<file path="src/rtl/adder_share_pkg.sv">
// rtl/adder_share_pkg.sv - default sizes and FSM encoding shared by the adder sharing arbiter
package adder_share_pkg;

    localparam int DEF_NREQ      = 4;
    localparam int DEF_W         = 4;
    localparam int DEF_SETUP_CYC = 2;
    localparam int DEF_TIMEOUT   = 31;

    typedef logic [2:0] state_t;

    localparam state_t ST_IDLE  = 3'd0;
    localparam state_t ST_SETUP = 3'd1;
    localparam state_t ST_START = 3'd2;
    localparam state_t ST_WAIT  = 3'd3;
    localparam state_t ST_RESP  = 3'd4;

    function automatic int clog2_min1(input int v);
        return (v > 1) ? $clog2(v) : 1;
    endfunction

endpackage

</file>
<file path="src/rtl/adder_share_arbiter_if.sv">
// rtl/adder_share_arbiter_if.sv - requester and shared-adder signals of the adder sharing arbiter
interface adder_share_arbiter_if
    import adder_share_pkg::*;
#(
    parameter int NREQ = DEF_NREQ,
    parameter int W    = DEF_W
);

    logic [NREQ-1:0]   req;
    logic [NREQ*W-1:0] a_in;
    logic [NREQ*W-1:0] b_in;
    logic [NREQ-1:0]   gnt;
    logic [NREQ-1:0]   rsp_valid;
    logic [W-1:0]      rsp_sum;
    logic              rsp_err;
    logic [W-1:0]      add_a;
    logic [W-1:0]      add_b;
    logic              add_start;
    logic              add_done;
    logic [W-1:0]      add_s;
    logic              busy;

    modport slave (
        input  req, a_in, b_in, add_done, add_s,
        output gnt, rsp_valid, rsp_sum, rsp_err, add_a, add_b, add_start, busy
    );

    modport master (
        output req, a_in, b_in, add_done, add_s,
        input  gnt, rsp_valid, rsp_sum, rsp_err, add_a, add_b, add_start, busy
    );

endinterface

</file>
<file path="src/rtl/adder_share_arbiter_rr_arbiter.sv">
// rtl/adder_share_arbiter_rr_arbiter.sv - round-robin requester selection with its rotating pointer
module rr_arbiter
    import adder_share_pkg::*;
#(
    parameter int NREQ  = DEF_NREQ,
    parameter int IDX_W = clog2_min1(NREQ)
) (
    input  logic             clk,
    input  logic             rst_n,
    input  logic [NREQ-1:0]  req,
    input  logic             update,
    input  logic [IDX_W-1:0] last_idx,
    output logic [NREQ-1:0]  gnt,
    output logic [IDX_W-1:0] idx,
    output logic             any
);

    logic [IDX_W-1:0] ptr;

    // Pointer moves just past the requester that was last served.
    always_ff @(posedge clk or negedge rst_n) begin
        if (!rst_n) begin
            ptr <= '0;
        end else if (update) begin
            if (last_idx == IDX_W'(NREQ - 1)) begin
                ptr <= '0;
            end else begin
                ptr <= last_idx + IDX_W'(1);
            end
        end
    end

    always_comb begin
        int j;
        j   = 0;
        gnt = '0;
        idx = '0;
        any = 1'b0;
        for (int k = 0; k < NREQ; k++) begin
            j = int'(ptr) + k;
            if (j >= NREQ) begin
                j = j - NREQ;
            end
            if (!any && req[j]) begin
                any    = 1'b1;
                gnt[j] = 1'b1;
                idx    = IDX_W'(j);
            end
        end
    end

endmodule

</file>
<file path="src/rtl/adder_share_arbiter.sv">
// rtl/adder_share_arbiter.sv - time-shares one start/done adder among NREQ round-robin requesters
module adder_share_arbiter
    import adder_share_pkg::*;
#(
    parameter int NREQ      = DEF_NREQ,
    parameter int W         = DEF_W,
    parameter int SETUP_CYC = DEF_SETUP_CYC,
    parameter int TIMEOUT   = DEF_TIMEOUT
) (
    input  logic                  clk,
    input  logic                  rst_n,
    adder_share_arbiter_if.slave  bus
);

    localparam int IDX_W   = clog2_min1(NREQ);
    localparam int CNT_MAX = (TIMEOUT > SETUP_CYC) ? TIMEOUT : SETUP_CYC;
    localparam int CNT_W   = $clog2(CNT_MAX + 1);

    state_t           state;
    logic [NREQ-1:0]  arb_gnt;
    logic [IDX_W-1:0] arb_idx;
    logic             arb_any;
    logic [IDX_W-1:0] gnt_idx;
    logic [CNT_W-1:0] cnt;
    logic             armed;
    logic             done_meta;
    logic             done_s;
    logic             completed;
    logic             timed_out;
    logic             setup_done;

    logic [NREQ-1:0]  gnt_q;
    logic [NREQ-1:0]  rsp_valid_q;
    logic [W-1:0]     rsp_sum_q;
    logic             rsp_err_q;
    logic [W-1:0]     add_a_q;
    logic [W-1:0]     add_b_q;
    logic             add_start_q;

    rr_arbiter #(
        .NREQ  (NREQ),
        .IDX_W (IDX_W)
    ) u_rr (
        .clk      (clk),
        .rst_n    (rst_n),
        .req      (bus.req),
        .update   (state == ST_RESP),
        .last_idx (gnt_idx),
        .gnt      (arb_gnt),
        .idx      (arb_idx),
        .any      (arb_any)
    );

    always_ff @(posedge clk or negedge rst_n) begin
        if (!rst_n) begin
            done_meta <= 1'b0;
            done_s    <= 1'b0;
        end else begin
            done_meta <= bus.add_done;
            done_s    <= done_meta;
        end
    end

    // A done level left over from the previous operation must be seen low before it counts.
    assign completed  = armed && done_s;
    assign timed_out  = (cnt == CNT_W'(TIMEOUT - 1));
    assign setup_done = (cnt == CNT_W'(SETUP_CYC - 1));

    always_ff @(posedge clk or negedge rst_n) begin
        if (!rst_n) begin
            state       <= ST_IDLE;
            gnt_q       <= '0;
            gnt_idx     <= '0;
            rsp_valid_q <= '0;
            rsp_sum_q   <= '0;
            rsp_err_q   <= 1'b0;
            add_a_q     <= '0;
            add_b_q     <= '0;
            add_start_q <= 1'b0;
            cnt         <= '0;
            armed       <= 1'b0;
        end else begin
            rsp_valid_q <= '0;
            case (state)
                ST_IDLE: begin
                    if (arb_any) begin
                        gnt_q       <= arb_gnt;
                        gnt_idx     <= arb_idx;
                        add_a_q     <= bus.a_in[arb_idx*W +: W];
                        add_b_q     <= bus.b_in[arb_idx*W +: W];
                        add_start_q <= 1'b0;
                        cnt         <= '0;
                        state       <= ST_SETUP;
                    end
                end
                ST_SETUP: begin
                    if (setup_done) begin
                        cnt         <= '0;
                        armed       <= 1'b0;
                        add_start_q <= 1'b1;
                        state       <= ST_START;
                    end else begin
                        cnt <= cnt + CNT_W'(1);
                    end
                end
                ST_START: begin
                    cnt   <= '0;
                    armed <= 1'b0;
                    state <= ST_WAIT;
                end
                ST_WAIT: begin
                    if (!done_s) begin
                        armed <= 1'b1;
                    end
                    if (completed) begin
                        rsp_sum_q   <= bus.add_s;
                        rsp_err_q   <= 1'b0;
                        rsp_valid_q <= gnt_q;
                        add_start_q <= 1'b0;
                        state       <= ST_RESP;
                    end else if (timed_out) begin
                        rsp_sum_q   <= '0;
                        rsp_err_q   <= 1'b1;
                        rsp_valid_q <= gnt_q;
                        add_start_q <= 1'b0;
                        state       <= ST_RESP;
                    end else begin
                        cnt <= cnt + CNT_W'(1);
                    end
                end
                ST_RESP: begin
                    gnt_q <= '0;
                    state <= ST_IDLE;
                end
                default: begin
                    gnt_q       <= '0;
                    add_start_q <= 1'b0;
                    state       <= ST_IDLE;
                end
            endcase
        end
    end

    assign bus.gnt       = gnt_q;
    assign bus.rsp_valid = rsp_valid_q;
    assign bus.rsp_sum   = rsp_sum_q;
    assign bus.rsp_err   = rsp_err_q;
    assign bus.add_a     = add_a_q;
    assign bus.add_b     = add_b_q;
    assign bus.add_start = add_start_q;
    assign bus.busy      = (state != ST_IDLE);

endmodule
</file>
<file path="src/flat_wrapper.sv">
// flat-port wrapper written by rule: the top's interface ports become plain ports
module adder_share_arbiter_flat import adder_share_pkg::*;
#(
    parameter int NREQ      = DEF_NREQ,
    parameter int W         = DEF_W,
    parameter int SETUP_CYC = DEF_SETUP_CYC,
    parameter int TIMEOUT   = DEF_TIMEOUT
)
  (clk, rst_n, bus_req, bus_a_in, bus_b_in, bus_add_done, bus_add_s, bus_gnt, bus_rsp_valid, bus_rsp_sum, bus_rsp_err, bus_add_a, bus_add_b, bus_add_start, bus_busy);
  adder_share_arbiter_if #(.NREQ(NREQ), .W(W)) bus_i ();
  input  logic clk;
  input  logic rst_n;
  input wire logic [$bits(bus_i.req)-1:0] bus_req;
  input wire logic [$bits(bus_i.a_in)-1:0] bus_a_in;
  input wire logic [$bits(bus_i.b_in)-1:0] bus_b_in;
  input wire logic [$bits(bus_i.add_done)-1:0] bus_add_done;
  input wire logic [$bits(bus_i.add_s)-1:0] bus_add_s;
  output wire logic [$bits(bus_i.gnt)-1:0] bus_gnt;
  output wire logic [$bits(bus_i.rsp_valid)-1:0] bus_rsp_valid;
  output wire logic [$bits(bus_i.rsp_sum)-1:0] bus_rsp_sum;
  output wire logic [$bits(bus_i.rsp_err)-1:0] bus_rsp_err;
  output wire logic [$bits(bus_i.add_a)-1:0] bus_add_a;
  output wire logic [$bits(bus_i.add_b)-1:0] bus_add_b;
  output wire logic [$bits(bus_i.add_start)-1:0] bus_add_start;
  output wire logic [$bits(bus_i.busy)-1:0] bus_busy;
  assign bus_i.req = bus_req;
  assign bus_i.a_in = bus_a_in;
  assign bus_i.b_in = bus_b_in;
  assign bus_i.add_done = bus_add_done;
  assign bus_i.add_s = bus_add_s;
  assign bus_gnt = bus_i.gnt;
  assign bus_rsp_valid = bus_i.rsp_valid;
  assign bus_rsp_sum = bus_i.rsp_sum;
  assign bus_rsp_err = bus_i.rsp_err;
  assign bus_add_a = bus_i.add_a;
  assign bus_add_b = bus_i.add_b;
  assign bus_add_start = bus_i.add_start;
  assign bus_busy = bus_i.busy;
  adder_share_arbiter #(.NREQ(NREQ), .W(W), .SETUP_CYC(SETUP_CYC), .TIMEOUT(TIMEOUT)) u_core (.clk(clk), .rst_n(rst_n), .bus(bus_i));
endmodule
</file>
<file path="config.mk">
export PLATFORM = sky130hd
export DESIGN_NAME = adder_share_arbiter_flat
export DESIGN_NICKNAME = d
export VERILOG_FILES = /design/src/rtl/adder_share_pkg.sv /design/src/rtl/adder_share_arbiter_if.sv /design/src/rtl/adder_share_arbiter_rr_arbiter.sv /design/src/rtl/adder_share_arbiter.sv /design/src/flat_wrapper.sv
export SDC_FILE = /design/constraint.sdc
export NUM_CORES = 1
export LEC_CHECK = 0
export CAP_MARGIN = 20
export CORE_AREA = 2 2 77 79
export CTS_CLUSTER_DIAMETER = 60
export DETAILED_ROUTE_END_ITERATION = 10
export DIE_AREA = 0 0 79 81
export PLACE_DENSITY_LB_ADDON = 0.12
export REMOVE_ABC_BUFFERS = 1
export SLEW_MARGIN = 20
export SYNTH_ARGS = -nofsm -noshare
export SYNTH_HDL_FRONTEND = slang
export SYNTH_SLANG_ARGS = --single-unit
</file>
<file path="constraint.sdc">
create_clock -name clk -period 5.3 [get_ports clk]
set_input_delay 0.795 -clock clk [delete_from_list [all_inputs] [get_ports clk]]
set_output_delay 0.795 -clock clk [all_outputs]
set_load 0.02 [all_outputs]
</file>
# Yosys cells after proc, flatten, opt, wreduce, memory -nomap -nowiden
# Cells that the tools add are included.
# op_classes
n_addsub	9
magnitude_cmp	12
eq_ne	13
n_shift	2
muxes	64
bitwise_logic	5
n_reduce_logical	25
# op_table
op	n
greater-or-equal comparator 32 x 1 -> 1 bit, second input constant	4
< comparator 32 x 4 -> 1 bit, second input constant	4
2-to-1 mux 32 bit	4
2-to-1 mux 4 bit	10
indexed part select 16 x 5 -> 4 bit	2
2-to-1 mux 1 bit	24
2-to-1 mux 5 bit	4
one-hot mux 5 bit (4 select lines)	1
2-to-1 mux 3 bit	4
OR 4 bit	3
one-hot mux 3 bit (4 select lines)	1
subtractor 3 x 3 -> 4 bit, second input constant	3
2-to-1 mux 2 bit	5
greater-or-equal comparator 3 bit, second input constant	3
binary-select mux 1 bit (select 2 bit)	4
demux 1 bit (select 2 bit)	4
logical AND 1 bit	8
one-hot mux 4 bit (2 select lines)	1
AND reduction 4 bit	2
adder 2 x 2 -> 3 bit, second input constant	2
equality test 3 x 2 -> 1 bit, second input constant	2
!= test 2 bit, second input constant	3
AND reduction 2 bit	3
AND reduction 3 bit	2
other kinds (22)	27
# totals
reg_bits	37
inputBits	43
output_inout_bits	23
elab_cells	144

# Longest topological paths before layout
# Gate-level depths: netlist of the first run.
# depth
depth_word	17
depth_mapped	12
mapped_depth_nobuf	8

# Cells and area by module
# From an unflattened synthesis of the first run, not the netlist that was laid out.
# hier_totals
hier_cells	219
area_unflattened_um2	2423.6
# by_module_without_submodules
module	n_inst	cells_per_inst	area_per_inst_um2	seq_area_each_um2
adder_share_arbiter	1	138	1712.9	875.8
rr_arbiter	1	81	710.7	50.0

# Worst setup path after synthesis of the first run
# Ideal clock, no wire load.
# synth_timing
path_kind	register to register
from	reg u_core.u_rr.ptr[0]
to	reg u_core.add_b_q[1], in the netlist u_core.bus.add_b[1]
setup_time_ns	0.126
arrival_time_ns	2.953
required_time_ns	5.174
path_slack_ns	2.221
path_stages_with_launch	13
path_buffers	4
synth_period_minus_slack_ns	3.079
path_cell_list	dfrtp_1 -> buf_2 -> inv_1 -> ha_1 -> buf_6 -> mux4_2 -> buf_6 -> nor2b_4 -> nor2_4 -> o21bai_1 -> buf_6 -> mux2_4 -> a221o_1
# synth_via
elab_chain_cells	16
word_cells_on_any_way	43
cone_classes	add/sub (7); order compare (4); shift (1); mux (24); reduce/logical (7)
# synth_lines
item	line_no	source
start, declared	adder_share_arbiter_rr_arbiter.sv:18	logic [IDX_W-1:0] ptr;
start signal, assigned	adder_share_arbiter_rr_arbiter.sv:28	ptr <= last_idx + IDX_W'(1);
branches (longest 16 deep; another with subtractor 3 x 3 -> 4 bit)	--	
end signal, assigned	adder_share_arbiter.sv:90	add_b_q <= bus.b_in[arb_idx*W +: W];
end, declared	adder_share_arbiter.sv:37	logic [W-1:0] add_b_q;
# Several ways; the timed one is not identified. The select of a mux whose other input is x is not followed.
# A chain may end at the register's enable or synchronous reset.

# Worst setup path after layout of the first run
# layout_timing
from	reg u_core.u_rr.ptr[0]
to	reg u_core.add_a_q[2], in the netlist u_core.bus.add_a[2]
# layout_via
elab_chain_cells	16
word_cells_on_any_way	43
cone_classes	add/sub (7); order compare (4); shift (1); mux (24); reduce/logical (7)
# layout_lines
item	line_no	source
branches (longest 16 deep; another with subtractor 3 x 3 -> 4 bit)	--	
end signal, assigned	adder_share_arbiter.sv:89	add_a_q <= bus.a_in[arb_idx*W +: W];
end, declared	adder_share_arbiter.sv:36	logic [W-1:0] add_a_q;
# Several ways; the timed one is not identified. The select of a mux whose other input is x is not followed.

==> flow_summary_export.csv, run 1 <==
group,metric,value,unit
outcome,status,"completed",
layout,diodes,0,
clock_network,hold_buffers,0,
route,drc,0,
worst_setup_path,worst-path-stages,9,
logic_synthesis,ys_async_sr_fraction,1.00,
hold_path,hold_class,"reg2reg",
hold_path,min_path_cells,0,
route,vias,2105,
clock_network,cts_root_buffer,"clkbuf_8",
power,p_per_area,560,mW/mm^2
floorplan,die-area,0.00640,sq mm
worst_setup_path,cp_top_family,"multiplexers",
worst_setup_path,crit_slowest_cell,"mux4_2",
global_routing,grt_max_degree,38,
logic_synthesis,synth_edf_count,0,
logic_synthesis,yosys.area.top_type_share,0.384,
route,drt_first_pass_iters,4,
clock_network,clk-insertion-delay-late,0.28,ns
clock_network,tritoncts,"built",
sta,final-hold-violation-count,0,
layout,design_area,0.00318,sq mm
floorplan,die_y,81,um
power,finalPower,1.78,mW
clock_network,cts_setup_buffers,0,
logic_synthesis,synth_ff_type,"dfrtp_1",
sta,period_share,0.667,
floorplan,io_pins,66,
layout,drive_gt1_frac,0.0863,
worst_setup_path,reg2regPathDepth,9,
clock_network,htree_levels,2,
worst_setup_path,start_kind,"flip-flop",
worst_setup_path,worstPathCellList,"buf_4 > inv_1 > ha_1 > mux4_2 > nor2b_4 > nor2_4 > mux2_1 > a2111oi_0 > a211oi_1",
clock_network,numClockSinks,37,
sta,worst_pin_slew,0.991,ns
power,leakagePower,1.31,nW
global_routing,antenna_found_initial,0,
route,drt_iter0_markers,144,
clock_network,clk_pin_slew,0.07,ns
floorplan,rows,28,
worst_setup_path,worst_ep_required_time,5.43,ns
worst_setup_path,critPathKind,"reg2reg",
placed_design,hpwlAfterDp,4.31,mm
layout,fin_nets,363,
placed_design,postPlaceCellArea,0.00308,sq mm
clock_network,cts_buffer_depth,2,
logic_synthesis,syn_inst,254,
power,vdd_ir_drop_max,0.241,mV
route,ant_nets,0,
floorplan,coreArea,0.00568,sq mm
worst_setup_path,cp_num_buf_inv,2,
logic_synthesis,seq_area_frac_synth,0.384,
route,wl_per_cell,14.4,um
sta,max_freq,283,MHz
worst_setup_path,crit_fanout,32,
sta,setup_viol,0,
route,routed_via_density,5.43,
worst_setup_path,slowest_delay,0.69,ns
sta,rsz0062_at_grt,"false",
placed_design,gp_congestion,0.864,
logic_synthesis,ys_top_cells_by_area,"dfrtp_1 38%, nor2_1 4.8%, ha_1 4.2%",
logic_synthesis,synthesis.area,0.00241,sq mm
global_routing,grt-ovfl-total,0,
layout,areaGrowthSynthToFinish,31.9,%
sta,slew_violations,0,
sta,skew,0.00350,ns
logic_synthesis,synth.distinct_cells,47,
logic_synthesis,synth_largest_area_cell,"dfrtp_1",
layout,mostFrequentLayoutCells,"64 x clkdlybuf4s50_1, 37 x dfrtp_1, 31 x nor2_1",
placed_design,port-buffer-count,65,
floorplan,die_w,79,um
floorplan,start_util,0.425,
sta,max_slew_margin,0.339,
global_routing,grt_usage,0.188,
logic_synthesis,syn_area_per_cell,9.49,sq um
worst_setup_path,worst_ep_arrival_time,3.66,ns
logic_synthesis,synth_seq_cells,37,
clock_network,cts_repair_resize_count,0,
sta,final.setup.tns,0,ns
global_routing,grt_pass1_vias,2001,
layout,final_common_cell,"clkdlybuf4s50_1",
clock_network,cts_inserted_buffers,5,
global_routing,grt_pass1_wl,9.50,mm
logic_synthesis,yosysWarnings,0,
worst_setup_path,endpoint_kind,"flip-flop",
job,max_cap_violations,0,
sta,period_needed,3.53,ns
route,wirelength,5.60,mm
flip-flops by register name, indices dropped and copies added, names as in the netlist:
signal and flops:
u_core.bus.rsp_valid 4, u_core.bus.add_start 1, u_core.done_meta 1, u_core.bus.add_a 4
u_core.bus.add_b 4, u_core.bus.rsp_err 1, u_core.armed 1, u_core.cnt 5
u_core.state 3, u_core.u_rr.ptr 2, u_core.done_s 1, u_core.gnt_idx 2
u_core.bus.rsp_sum 4, u_core.bus.gnt 4
Yosys cell counts, types with 2 or more instances:
master     instances
a22oi_1            5
or3_1              2
nand2b_1           3
mux2i_1            9
o2111ai_1          2
nor2_1            31
o21ai_0            8
nand3_1            4
nor3_1             5
dfrtp_1           37
nand3b_1           2
a21oi_1            6
nor3b_1            9
nand2_1           19
a31oi_1            2
mux4_2             3
mux2_1             2
a22o_1             4
buf_6              3
inv_1              8
o2bb2ai_1          2
and3_1             7
ha_1               8
clkbuf_1           9
o22ai_1            2
o31ai_1            2
a221oi_1           5
mux2_2             6
a211oi_1          11
a2111oi_0          8
and2_1            10
nor2b_1            2
buf_2              4
where the power goes:
group	switching, mW	total (mW)	internal [mW]	leakage [nW]
clock	0.0945	0.212	0.117	0.0542
combinational	0.576	1.08	0.500	0.798
sequential	0.0985	0.490	0.392	0.456
total	0.769	1.78	1.01	1.31
worst paths after layout:
| kind | start | endpoint | slack [ns] |
|---|---|---|---|
| max | u_core.u_rr.ptr[0] | u_core.bus.add_a[2] | 1.77 |
| min | u_core.done_meta | u_core.done_s | 0.36 |
| max reg2reg | u_core.u_rr.ptr[0] | u_core.bus.add_a[2] | 1.77 |
| min reg2reg | u_core.done_meta | u_core.done_s | 0.36 |
| max in group asynchronous | rst_n | u_core.bus.rsp_sum[2] | 4.19 |
| min in group asynchronous | rst_n | u_core.bus.gnt[1] | 0.60 |
metrics by stage:
stage | instances | utilization | setup slack [ns] | hold slack, ns
after floorplan | 238 | - | 1.47 | 0.331
after global placement | 380 | 0.542 | 1.43 | 0.332
after detailed placement | 380 | 0.542 | 1.43 | 0.348
after CTS | 388 | 0.560 | 1.74 | 0.365
after global routing | 388 | 0.560 | 1.46 | 0.382
final | 388 | 0.560 | 1.77 | 0.363
layer usage:
metal,vias to the layer above,wire [um],track usage
met5,-,0,0
met4,0,36,0.0414
met3,5,376,0.0533
met2,67,2630,0.307
met1,976,2560,0.251
li1,1057,-,-
cell type report:
| cell class | instances | area (sq um) |
|---|---|---|
| sequential | 37 | 926 |
| clock buffer | 7 | 96.3 |
| timing repair buffer | 67 | 661 |
| fill | 532 | 2500 |
| tap | 75 | 93.8 |
| multi-input combinational | 193 | 1370 |
| clock inverter | 1 | 5.00 |
| inverter | 8 | 30.0 |
kinds of logic after synthesis:
kind of cell / after synthesis / share of synthesized area
AOI/OAI and AO/OA: 62 / 0.193
adders and majority gates: 8 / 0.0415
buffers and inverters: 24 / 0.0488
DFF: 37 / 0.384
muxes: 21 / 0.109
and+or+nand+nor: 102 / 0.224
No activity file was read; power rests on OpenSTA's default activity.
==> run 2: changes to the inputs <==
clock period = 3.55 ns   (was 5.3 ns; I/O delays follow)
==> flow_summary_export.csv, run 2 (synthesis gave the netlist of run 1 again) <==
group,metric,value,unit
clock_network,cts_buffer_depth,2,
clock_network,htree_levels,2,
route,routed_via_density,5.44,
layout,diodes,0,
floorplan,start_util,0.425,
layout,fillers,532,
sta,rsz0062_at_grt,"false",
power,vdd_ir_drop_max,0.326,mV
placed_design,gp_congestion,0.826,
worst_setup_path,rr_endpoint,"u_core.bus.add_a[0]",
placed_design,hpwlAfterDp,4.47,mm
worst_setup_path,slowest_delay,0.68,ns
worst_setup_path,start_kind,"flip-flop",
clock_network,hold_buffers,0,
power,leakagePower,1.34,nW
worst_setup_path,crit_slowest_cell,"mux4_2",
clock_network,numClockSinks,37,
worst_setup_path,reg2regPathDepth,8,
placed_design,port-buffer-count,65,
power,finalPower,2.77,mW
worst_setup_path,cp_top_family,"multiplexers",
floorplan,io_pins,66,
global_routing,grt_pass1_wl,9.93,mm
sta,whs,0.343,ns
floorplan,rows,28,
clock_network,clk_pin_slew,0.07,ns
job,max_cap_violations,0,
clock_network,cts_root_buffer,"clkbuf_8",
sta,skew,0.00505,ns
hold_path,hold_class,"in2async",
route,wirelength,5.88,mm
sta,max_freq,320,MHz
layout,mostFrequentLayoutCells,"64 x clkdlybuf4s50_1, 37 x dfrtp_1, 31 x nor2_1",
power,p_per_area,855,mW/mm^2
sta,max_slew_margin,0.455,
worst_setup_path,worst_ep_arrival_time,3.25,ns
sta,period_share,0.880,
clock_network,cts_inserted_buffers,5,
layout,fin_nets,369,
route,wl_per_cell,14.9,um
clock_network,cts_repair_resize_count,0,
floorplan,coreArea,0.00568,sq mm
global_routing,antenna_found_initial,0,
route,drc,0,
floorplan,die-area,0.00640,sq mm
global_routing,grt_max_degree,38,
worst_setup_path,critPathKind,"reg2reg",
layout,layout.cells.non_filler,394,
route,ant_nets,0,
outcome,status,"completed",
worst_setup_path,crit_fanout,10,
worst_setup_path,cp_num_buf_inv,1,
route,drt_iter0_markers,110,
worst_setup_path,r2r_start,"u_core.u_rr.ptr[0]",
route,vias,2142,
clock_network,tritoncts,"built",
layout,top_register,"u_core.cnt",
sta,worst_pin_slew,0.817,ns
global_routing,grt_pass1_vias,2063,
sta,period_needed,3.12,ns
clock_network,cts_setup_buffers,0,
floorplan,die_w,79,um
worst_setup_path,worst-r2r-setup-slack,0.43,ns
clock_network,clk-insertion-delay-late,0.28,ns
worst_setup_path,worst_ep_required_time,3.68,ns
layout,areaGrowthSynthToFinish,34.4,%
global_routing,grt_usage,0.197,
sta,setup_viol,0,
global_routing,grt-ovfl-total,0,
route,drt_first_pass_iters,4,
worst_setup_path,worstPathCellList,"inv_1 > ha_1 > mux4_2 > nor2b_4 > nor2_4 > mux2_2 > a2111oi_0 > a211oi_1",
placed_design,placedCellCount,386,
layout,largest_register_ffs,5,
sta,final-hold-violation-count,0,
layout,final_common_cell,"clkdlybuf4s50_1",
sta,slew_violations,0,
worst_setup_path,endpoint_kind,"flip-flop",
layout,drive_gt1_frac,0.100,
floorplan,die_y,81,um
==> run 2: changes by cell type in the layout (fill, tap and decap cells not counted), sizes merged <==
cell,previous run,this run
buf,3,9
bufinv,0,1
clkinv,1,0
==> run 2: layout make-up <==
cell class / count / area [sq um] / share of cell area
Tap cell: 75 / 93.8 / 0.0290
Timing Repair Buffer: 73 / 706 / 0.218
Multi-Input combinational cell: 193 / 1370 / 0.422
Clock inverter: 1 / 30.0 / 0.00927
Sequential cell: 37 / 926 / 0.286
Inverter: 8 / 30.0 / 0.00927
Clock buffer: 7 / 86.3 / 0.0267
==> run 2: routing by layer <==
layer  GRT usage  up-vias  share of wire  wire length, um
li1            -     1069              -                -
met1       0.256      998           0.45             2660
met2       0.316       67           0.47             2780
met3      0.0611        8          0.066              387
met4      0.0586        0         0.0082               48
met5           0        -              0                0
==> run 2: how the worst max path moves through the flow <==
stage                     cells past startpoint                   to  slack, ns          startpoint
after floorplan                               8  u_core.bus.add_b[1]      -0.28  u_core.u_rr.ptr[0]
after global placement                        7  u_core.bus.add_a[0]       0.17          bus_req[3]
after detailed placement                      7  u_core.bus.add_a[0]       0.14          bus_req[3]
after CTS                                     8  u_core.bus.add_a[0]       0.36  u_core.u_rr.ptr[0]
after global routing                          8  u_core.bus.add_a[0]       0.17  u_core.u_rr.ptr[0]
final                                         8  u_core.bus.add_a[0]       0.43  u_core.u_rr.ptr[0]
==> run 2: power breakdown <==
group	switching (mW)	leakage, nW	internal, mW
logic	0.889	0.828	0.783
registers	0.141	0.456	0.585
clock network	0.143	0.0585	0.229
total	1.17	1.34	1.60
==> run 2: stage by stage <==
stage	setup WS (ns)	utilization	TNS (ns)	area, sq um
after floorplan	-0.279	-	-0.279	2320
after global placement	0.166	0.550	0	3120
after detailed placement	0.143	0.550	0	3120
after CTS	0.359	0.571	0	3240
after global routing	0.169	0.571	0	3240
final	0.426	0.571	0	3240
